--- config.mk ---
export PLATFORM = sky130hd
export DESIGN_NAME = mio_int_ctrl
export DESIGN_NICKNAME = d
export VERILOG_FILES = /design/src/rtl/intc_pkg.sv /design/src/rtl/intc_sync.sv /design/src/rtl/mio_int_ctrl.sv
export SDC_FILE = /design/constraint.sdc
export NUM_CORES = 1
export LEC_CHECK = 0
export CORE_MARGIN = 5
export CORE_UTILIZATION = 40
export CTS_CLUSTER_SIZE = 14
export DETAILED_ROUTE_END_ITERATION = 10
export MAX_ROUTING_LAYER = met4
export PLACE_DENSITY = 0.8
export RECOVER_POWER = 50
export SYNTH_ARGS = -nofsm -noshare
export SYNTH_HDL_FRONTEND = slang
export SYNTH_SLANG_ARGS = --single-unit
export TNS_END_PERCENT = 50
--- constraint.sdc ---
create_clock -name clk -period 1.8 [get_ports clk]
set_input_delay 0.36 -clock clk [delete_from_list [all_inputs] [get_ports clk]]
set_output_delay 0.36 -clock clk [all_outputs]
set_load 0.01 [all_outputs]
--- src/rtl/intc_pkg.sv ---
// Shared definitions for the MIO interrupt controller: register map,
// FSM states, CTRL/EOI bit positions and a one-hot to index helper.
package intc_pkg;

  localparam int INTC_N_SRC = 5;

  localparam logic [1:0] REG_PEND = 2'd0;
  localparam logic [1:0] REG_MASK = 2'd1;
  localparam logic [1:0] REG_CTRL = 2'd2;
  localparam logic [1:0] REG_EOI  = 2'd3;

  localparam int CTRL_GIE_BIT    = 0;
  localparam int CTRL_INSERV_BIT = 1;
  localparam int CTRL_GNT_LSB    = 8;
  localparam int EOI_VALID_BIT   = 31;

  typedef enum logic [1:0] {
    IDLE = 2'd0,
    REQ  = 2'd1,
    SERV = 2'd2
  } intc_state_e;

  function automatic logic [2:0] onehot_to_idx(input logic [7:0] oh);
    logic [2:0] idx;
    idx = 3'd0;
    for (int i = 7; i >= 0; i--) begin
      if (oh[i]) begin
        idx = 3'(i);
      end
    end
    return idx;
  endfunction

endpackage

--- src/rtl/intc_sync.sv ---
// Per-source two-flop synchronizer. With INTC_EDGE_EN defined the output is a
// one-cycle rising-edge pulse, otherwise it is the synchronized level.
module intc_sync
  import intc_pkg::*;
(
  input  logic clk,
  input  logic reset,
  input  logic irq_raw,
  output logic irq_evt
);

  logic meta_r;
  logic sync_r;

  // metastability filter on the asynchronous device line
  always_ff @(posedge clk or negedge reset) begin
    if (!reset) begin
      meta_r <= 1'b0;
      sync_r <= 1'b0;
    end else begin
      meta_r <= irq_raw;
      sync_r <= meta_r;
    end
  end

`ifdef INTC_EDGE_EN
  logic sync_d_r;

  // previous synchronized level for rising-edge detection
  always_ff @(posedge clk or negedge reset) begin
    if (!reset) begin
      sync_d_r <= 1'b0;
    end else begin
      sync_d_r <= sync_r;
    end
  end

  assign irq_evt = sync_r & ~sync_d_r;
`else
  assign irq_evt = sync_r;
`endif

endmodule

--- src/rtl/mio_int_ctrl.sv ---
// MIO-bus interrupt controller: PEND/MASK/CTRL/EOI registers, fixed-priority
// grant and Ireq/Iack/EOI handshake. Define INTC_EDGE_EN for edge-latched PEND.
module mio_int_ctrl
  import intc_pkg::*;
#(
  parameter int N_SRC = INTC_N_SRC
) (
  input  logic             clk,
  input  logic             reset,
  input  logic [N_SRC-1:0] irq_src,
  input  logic             stb,
  input  logic             we,
  input  logic [1:0]       addr,
  input  logic [31:0]      wdata,
  output logic [31:0]      rdata,
  output logic             ready,
  output logic             Ireq,
  input  logic             Iack,
  output logic [N_SRC-1:0] gntInt
);

  logic [N_SRC-1:0] evt_s;
  logic [N_SRC-1:0] pend_r;
  logic [N_SRC-1:0] mask_r;
  logic             gie_r;
  logic [N_SRC-1:0] eligible_s;
  logic [N_SRC-1:0] winner_s;
  logic [N_SRC-1:0] gnt_r;
  logic [N_SRC-1:0] gnt_n_s;
  logic             ireq_r;
  logic             ireq_n_s;
  intc_state_e      state_r;
  intc_state_e      state_n_s;
  logic             ready_r;
  logic [31:0]      rdata_r;
  logic [31:0]      rd_val_s;
  logic             access_s;
  logic             wr_s;
  logic             rd_s;
  logic             eoi_wr_s;
  logic [7:0]       gnt_ext_s;

  for (genvar i = 0; i < N_SRC; i++) begin : g_sync
    intc_sync u_sync (
      .clk     (clk),
      .reset   (reset),
      .irq_raw (irq_src[i]),
      .irq_evt (evt_s[i])
    );
  end

  // An access happens on the first edge of stb; the ready cycle blocks a repeat.
  assign access_s  = stb & ~ready_r;
  assign wr_s      = access_s & we;
  assign rd_s      = access_s & ~we;
  assign eoi_wr_s  = wr_s & (addr == REG_EOI);
  assign gnt_ext_s = 8'(gnt_r);

`ifdef INTC_EDGE_EN
  logic [N_SRC-1:0] pend_clr_s;

  assign pend_clr_s = ((wr_s && (addr == REG_PEND)) ? wdata[N_SRC-1:0] : {N_SRC{1'b0}})
                    | (((state_r == REQ) && Iack) ? gnt_r : {N_SRC{1'b0}});

  // pending latch: a fresh edge beats a same-cycle clear
  always_ff @(posedge clk or negedge reset) begin
    if (!reset) begin
      pend_r <= {N_SRC{1'b0}};
    end else begin
      pend_r <= (pend_r & ~pend_clr_s) | evt_s;
    end
  end
`else
  // pending follows the synchronized line level
  always_ff @(posedge clk or negedge reset) begin
    if (!reset) begin
      pend_r <= {N_SRC{1'b0}};
    end else begin
      pend_r <= evt_s;
    end
  end
`endif

  // MASK and GIE configuration registers
  always_ff @(posedge clk or negedge reset) begin
    if (!reset) begin
      mask_r <= {N_SRC{1'b0}};
      gie_r  <= 1'b0;
    end else begin
      if (wr_s && (addr == REG_MASK)) begin
        mask_r <= wdata[N_SRC-1:0];
      end
      if (wr_s && (addr == REG_CTRL)) begin
        gie_r <= wdata[CTRL_GIE_BIT];
      end
    end
  end

  assign eligible_s = pend_r & mask_r & {N_SRC{gie_r}};
  // isolate the lowest set bit: highest priority eligible source
  assign winner_s   = eligible_s & (~eligible_s + N_SRC'(1'b1));

  // grant FSM next state; grant is frozen from REQ until EOI
  always_comb begin
    state_n_s = state_r;
    ireq_n_s  = ireq_r;
    gnt_n_s   = gnt_r;
    case (state_r)
      IDLE: begin
        if (|eligible_s) begin
          gnt_n_s   = winner_s;
          ireq_n_s  = 1'b1;
          state_n_s = REQ;
        end else begin
          state_n_s = IDLE;
        end
      end
      REQ: begin
        if (Iack) begin
          ireq_n_s  = 1'b0;
          state_n_s = SERV;
        end else begin
          state_n_s = REQ;
        end
      end
      SERV: begin
        if (eoi_wr_s) begin
          gnt_n_s   = {N_SRC{1'b0}};
          state_n_s = IDLE;
        end else begin
          state_n_s = SERV;
        end
      end
      default: begin
        state_n_s = IDLE;
        ireq_n_s  = 1'b0;
        gnt_n_s   = {N_SRC{1'b0}};
      end
    endcase
  end

  // grant FSM state and registered handshake outputs
  always_ff @(posedge clk or negedge reset) begin
    if (!reset) begin
      state_r <= IDLE;
      ireq_r  <= 1'b0;
      gnt_r   <= {N_SRC{1'b0}};
    end else begin
      state_r <= state_n_s;
      ireq_r  <= ireq_n_s;
      gnt_r   <= gnt_n_s;
    end
  end

  // register read mux
  always_comb begin
    rd_val_s = 32'h0000_0000;
    case (addr)
      REG_PEND: rd_val_s[N_SRC-1:0] = pend_r;
      REG_MASK: rd_val_s[N_SRC-1:0] = mask_r;
      REG_CTRL: begin
        rd_val_s[CTRL_GIE_BIT]        = gie_r;
        rd_val_s[CTRL_INSERV_BIT]     = (state_r == SERV);
        rd_val_s[CTRL_GNT_LSB +: 8]   = gnt_ext_s;
      end
      REG_EOI: begin
        rd_val_s[EOI_VALID_BIT] = |gnt_r;
        rd_val_s[2:0]           = onehot_to_idx(gnt_ext_s);
      end
      default: rd_val_s = 32'h0000_0000;
    endcase
  end

  // bus response: one-cycle ready, rdata only meaningful alongside it
  always_ff @(posedge clk or negedge reset) begin
    if (!reset) begin
      ready_r <= 1'b0;
      rdata_r <= 32'h0000_0000;
    end else begin
      ready_r <= access_s;
      rdata_r <= rd_s ? rd_val_s : 32'h0000_0000;
    end
  end

  assign rdata  = rdata_r;
  assign ready  = ready_r;
  assign Ireq   = ireq_r;
  assign gntInt = gnt_r;

endmodule
==> results of run 1 <==
placed cells by master (no fill, tap or decap), drive strengths merged, types with 2 or more instances in the layout:
master / Yosys / routed
o22ai: 2 / 2
buf: 24 / 9
nor3: 4 / 4
conb: 1 / 21
nor2: 9 / 9
dlygate4sd3: 0 / 5
nand3b: 2 / 2
nand2: 7 / 7
and2: 4 / 4
mux2: 4 / 4
clkbuf: 1 / 8
nand3: 3 / 3
inv: 5 / 5
nand2b: 5 / 5
o2bb2ai: 3 / 3
nor2b: 3 / 3
clkdlybuf4s50: 0 / 28
o21ai: 7 / 7
dfrtp: 41 / 41
mux2i: 3 / 3
a21oi: 7 / 7
o31ai: 2 / 2
critical path, delay by kind of cell (launching register included):
kind            cells  cell delay, ns
flops               1            0.40
compound gates      4            1.23
routing by layer:
layer	global-route usage	vias up	part of all wire
met5	-	-	0
met4	0.0699	0	0.022
met3	0.0356	7	0.083
met2	0.208	45	0.49
met1	0.144	569	0.40
li1	-	552	-
area by class of cell:
class	count	area (um^2)	share of cell area
well taps	52	65.1	0.0294
flip-flops and latches	41	1030	0.463
repair buffers	43	400	0.181
clock buffers	7	86.3	0.0390
inverters	5	18.8	0.00847
clock inverters	1	30.0	0.0136
multi-input cells	97	588	0.266
cell usage after synthesis:
master,number
nand2_1,7
mux4_1,1
buf_4,22
o2bb2ai_1,3
dfrtp_1,41
a41oi_1,1
and2_2,1
nor4_1,1
a211oi_1,1
o21ai_0,7
a222oi_1,1
a22oi_1,1
xor2_1,1
nor4b_1,1
clkbuf_1,1
a21oi_1,7
nand3_1,3
nor3_1,4
conb_1,1
inv_1,5
buf_2,2
o211ai_1,1
nand2b_1,5
nor2b_1,3
nor3b_2,1
and2_1,3
a32o_1,1
o31ai_2,2
nor2_1,9
mux2_2,4
mux2i_1,3
o22ai_1,2
nand3b_1,2
power by group through the flow:
| stage | clock [mW] | combinational (mW) | sequential [mW] |
|---|---|---|---|
| floorplan | 0 | 0.463 | 1.22 |
| detailed placement | 0 | 0.752 | 1.24 |
| global placement | 0 | 0.728 | 1.24 |
| global route | 0.808 | 0.841 | 1.25 |
| CTS | 0.767 | 0.764 | 1.22 |
| finish | 0.739 | 0.757 | 1.22 |
kinds of logic (layout without fill, tap and decap cells):
group,count (synthesis),after routing,synth area share
muxes,8,8,0.0584
AOI/OAI and AO/OA,27,27,0.107
buffers and inverters,30,56,0.114
xor gates and xnor gates,1,1,0.00504
other,1,21,0.00216
and+or+nand+nor,40,40,0.123
DFF,41,41,0.591
registers in the layout, summed over array words and instances, names as in the netlist, 2 cells and up:
| signal | count |
|---|---|
| g_sync.u_sync.irq_evt | 5 |
| g_sync.u_sync.meta_r | 5 |
| gntInt | 5 |
| mask_r | 5 |
| pend_r | 5 |
| rdata | 11 |
| state_r | 2 |
metrics by stage:
| step | instances | cell area (um^2) | utilization | power (mW) |
|---|---|---|---|---|
| after CTS | 246 | 2220 | 0.516 | 2.76 |
| after detailed placement | 238 | 2100 | 0.489 | 1.99 |
| after floorplan | 168 | 1810 | - | 1.68 |
| final | 246 | 2210 | 0.516 | 2.72 |
| after global placement | 238 | 2100 | 0.489 | 1.96 |
| after global routing | 246 | 2210 | 0.516 | 2.90 |
path summary, 6_finish.rpt:
kind,startpoint,end,slack (ns),depth (start not counted)
max,mask_r[0],gntInt[0],0.12,4
min reg2reg,g_sync[4].u_sync.meta_r,g_sync[4].u_sync.irq_evt,0.35,0
max reg2reg,mask_r[0],gntInt[0],0.12,4
min,reset,state_r[1],0.30,2
min in group clk,g_sync[4].u_sync.meta_r,g_sync[4].u_sync.irq_evt,0.35,0
max in group asynchronous,reset,mask_r[1],0.91,2
==> impl_metrics.csv, run 1 <==
group,metric,value,unit
power,p_comb_frac,0.278,
logic_synthesis,synth_cell_types,33,
sta,setup_viol,0,
sta,finalSetupTns,0,ns
place,numPortBuffers,34,
clocking,cts.clk_slew.worst_paths,0.07,ns
sta,worst_pin_slew,0.966,ns
grt,grt_pass1_wl,5.13,mm
setup_path,crit_path_end_kind,"flop",
sta,fmaxAchievable,596,MHz
logic_synthesis,synth.area.top_cells,"dfrtp_1, buf_4, mux2_2",
logic_synthesis,synth_top_area_frac,0.591,
floorplanning,rows,24,
logic_synthesis,ys_seq_area_frac,0.591,
setup_path,crit_chain,"a222oi_1 -> a21oi_1 -> o31ai_2 -> a32o_1",
power,p_sw,827,uW
cells_and_area,fill_cells,371,
power,p_leak,0.985,nW
clocking,cts-root-buf,"clkbuf_8",
setup_path,slowest_stage,"a222oi_1",
place,place_congestion,0.900,
detailed_routing,routed_wl,3.22,mm
grt,grt_use_total,0.129,
clocking,clock_latency,0.28,ns
sta,slew_violations,0,
clocking,post_cts_buffers,0,
floorplanning,die_y,75.9,um
logic_synthesis,synth_cells,148,
place,dp_hpwl,2.46,mm
logic_synthesis,yosys.area.top_type,"dfrtp_1",
setup_path,critPathMaxFanout,4,
floorplanning,start_util,0.404,
detailed_routing,avgRoutedWirePerCell,13.1,um
grt,grt_overflow,0,
setup_path,start_kind,"flop",
power,internal_power,1.89,mW
detailed_routing,dr_total_vias,1173,
detailed_routing,via_per_inst,4.77,
clocking,cts_repair_resize_count,0,
clocking,cts_tree,"yes",
status,status,"finished, final reports clean",
power,switching_share,0.304,
floorplanning,core_area,4290,um^2
clocking,cts_buffer_depth,2,
floorplanning,fp.dieArea,5760,um^2
logic_synthesis,yosysWarnings,0,
cells_and_area,syn2layout_area_growth,27.5,%
cells_and_area,drive_above_1_share,0.129,
setup_path,cp_data_arrival_time,1.90,ns
detailed_routing,drc,0,
grt,antenna_found_initial,0,
detailed_routing,drtIter0Drc,80,
floorplanning,die_x,75.9,um
detailed_routing,drtPass1Iterations,5,
clocking,cts_buffers,5,
clocking,cts_sinks,41,
cells_and_area,insertedDiodeCount,0,
clocking,hold_buffers,0,
flow_run,cap_violations,0,
logic_synthesis,synth_area,1740,um^2
cells_and_area,final_nets,237,
setup_path,cp_slowest_stage_delay,0.51,ns
clocking,htreeDepth,2,
setup_path,setup.worst_path.class,"flop to flop",
sta,grt_setup_unrepaired,"false",
sta,timing.hold.ws,0.300,ns
place,dpl_worst_slack,-0.0677,ns
sta,hold_violations,0,
grt,grt_max_degree,42,
power,seqPwrFrac,0.450,
detailed_routing,final_antenna_net_count,0,
power,power_density,1230,nW/um^2
setup_path,required,2.02,ns
sta,fin_skew,0.00124,ns
logic_synthesis,syn_area_per_cell,11.7,um^2
sta,setup_slack,0.123,ns
sta,slew_headroom,0.356,
sta,timing.final.crit_share,0.932,
worst_hold_path,holdCritPathClass,"input port to asynchronous set/reset pin",
sta,finalCriticalPeriod,1.68,ns
logic_synthesis,ys_ff_latch,41,
grt,grt_pass1_vias,1126,
floorplanning,pin_count,83,
power,clock_power_share,0.272,
power,max-vdd-ir-drop,474,uV
(Power assumes the default switching activity.)
==> inputs of run 2 (changes only) <==
Settings changed: CAP_MARGIN set to 20, CORE_MARGIN 5 to unset, CORE_UTILIZATION 40 to 36, PLACE_DENSITY 0.8 to 0.76.
Clock period 1.8 ns to 1.4 ns, I/O delays scaled along.
==> run 2 against run 1 <==
The run now ends with design-rule violations, negative setup slack left; maximum frequency grew 8.4%; clock skew grew 0.0029 ns; via count grew 6.1%.
==> impl_metrics.csv, run 2 (synthesis results as in run 1) <==
group,metric,value,unit
grt,grt_overflow,0,
setup_path,cp_data_arrival_time,1.72,ns
place,numPortBuffers,34,
clocking,htreeDepth,2,
floorplanning,die_x,71.5,um
detailed_routing,final_antenna_net_count,0,
setup_path,start_kind,"flop",
detailed_routing,dr_total_vias,1245,
sta,hold_violations,0,
power,max-vdd-ir-drop,550,uV
place,place_congestion,0.854,
setup_path,r2r-start,"ready",
detailed_routing,drtPass1Iterations,7,
cells_and_area,drive_above_1_share,0.251,
flow_run,cap_violations,0,
setup_path,reg2reg_slack,-0.15,ns
sta,fmaxAchievable,647,MHz
grt,grt_pass1_wl,5.18,mm
detailed_routing,via_per_inst,4.66,
sta,fin_skew,0.00414,ns
setup_path,startpoint,"ready",
detailed_routing,drtIter0Drc,96,
setup_path,reg2reg_depth,4,
setup_path,setup.worst_path.class,"flop to flop",
detailed_routing,avgRoutedWirePerCell,12.1,um
clocking,cts_sinks,41,
setup_path,critPathMaxFanout,3,
clocking,cts_tree,"yes",
cells_and_area,utilization,0.531,
setup_path,timing.rr.end,"mask_r[2]",
clocking,cts-root-buf,"clkbuf_8",
cells_and_area,finalNonFillerCells,267,
floorplanning,die_y,71.5,um
status,status,"complete, but fails checks",
clocking,cts.clk_slew.worst_paths,0.07,ns
grt,grt_max_degree,25,
worst_hold_path,holdCritPathClass,"flop to flop",
detailed_routing,routed_wl,3.22,mm
place,postPlaceCellArea,2220,um^2
sta,finalSetupTns,-1.16,ns
sta,grt_setup_unrepaired,"true",
cells_and_area,final_common_cell,"dfrtp_1",
sta,setup_slack,-0.146,ns
power,report.power.total,3.59,mW
cells_and_area,insertedDiodeCount,0,
detailed_routing,drc,1,
cells_and_area,largest_reg_flops,11,
floorplanning,pin_count,83,
place,dp.cells,252,
setup_path,required,1.57,ns
clocking,cts_buffer_depth,2,
place,dpl_worst_slack,-0.463,ns
power,power_density,1500,nW/um^2
place,dp_hpwl,2.34,mm
floorplanning,rows,24,
cells_and_area,syn2layout_area_growth,37.8,%
cells_and_area,fin_area,2390,um^2
sta,slew_violations,0,
grt,antenna_found_initial,0,
grt,grt_use_total,0.142,
status,violations,"design-rule violations, negative setup slack",
floorplanning,start_util,0.386,
floorplanning,core_area,4500,um^2
setup_path,crit_path_end_kind,"flop",
sta,timing.final.crit_share,1.10,
setup_path,crit_end,"mask_r[2]",
cells_and_area,layout_common_cells,"dfrtp_1, buf_4, conb_1, dlygate4sd2_1, nor2_1",
power,p_leak,1.18,nW
sta,finalCriticalPeriod,1.55,ns
floorplanning,fp.dieArea,5110,um^2
grt,grt_pass1_vias,1143,
clocking,cts_buffers,5,
sta,setup_viol,11,
sta,timing.hold.ws,0.350,ns
cells_and_area,final_nets,259,
clocking,clock_latency,0.29,ns
## run 2: layout make-up
type / instances / area [um^2]
Clock buffer: 7 / 86.3
Fill cell: 391 / 2110
Inverter: 5 / 18.8
Multi-Input combinational cell: 97 / 641
Sequential cell: 41 / 1030
Tap cell: 52 / 65.1
Timing Repair Buffer: 65 / 556
## run 2: worst min path at each step
stage / startpoint / endpoint / cells past startpoint / slack, ns
after floorplan: reset / Ireq / 0 / -0.02
after global placement: reset / ready / 1 / 0.23
after detailed placement: reset / gntInt[3] / 1 / 0.23
after CTS: g_sync[4].u_sync.meta_r / g_sync[4].u_sync.irq_evt / 0 / 0.35
after global routing: g_sync[4].u_sync.meta_r / g_sync[4].u_sync.irq_evt / 0 / 0.36
final: g_sync[4].u_sync.meta_r / g_sync[4].u_sync.irq_evt / 0 / 0.35
## run 2: power breakdown
part           internal [mW]  switching [mW]  leakage, nW  total, mW
registers               1.36           0.141        0.516       1.51
logic                  0.675           0.657        0.618       1.33
clock network          0.391           0.362       0.0443      0.753
## run 2: layer usage
metal,global-route usage,routed length [um]
met4,0.0654,25
met5,-,0
met1,0.160,1290
met3,0.0506,277
met2,0.226,1630
## run 2: worst max-delay path, stage by stage (launching register included)
cell      delay (ns)
dfrtp_1         0.37
nand3b_1        0.32
nor3b_4         0.28
buf_4           0.16
mux2_4          0.30
## run 2: timing repair
| action | CTS | global route |
|---|---|---|
| hold endpoints to repair | 17 | 0 |
| hold buffers | 1 | 0 |
| endpoints found under the setup margin | 30 | 13 |
| buffers inserted | 6 | 1 |
| pin swaps | 1 | 3 |
| gates resized for setup | 31 | 9 |
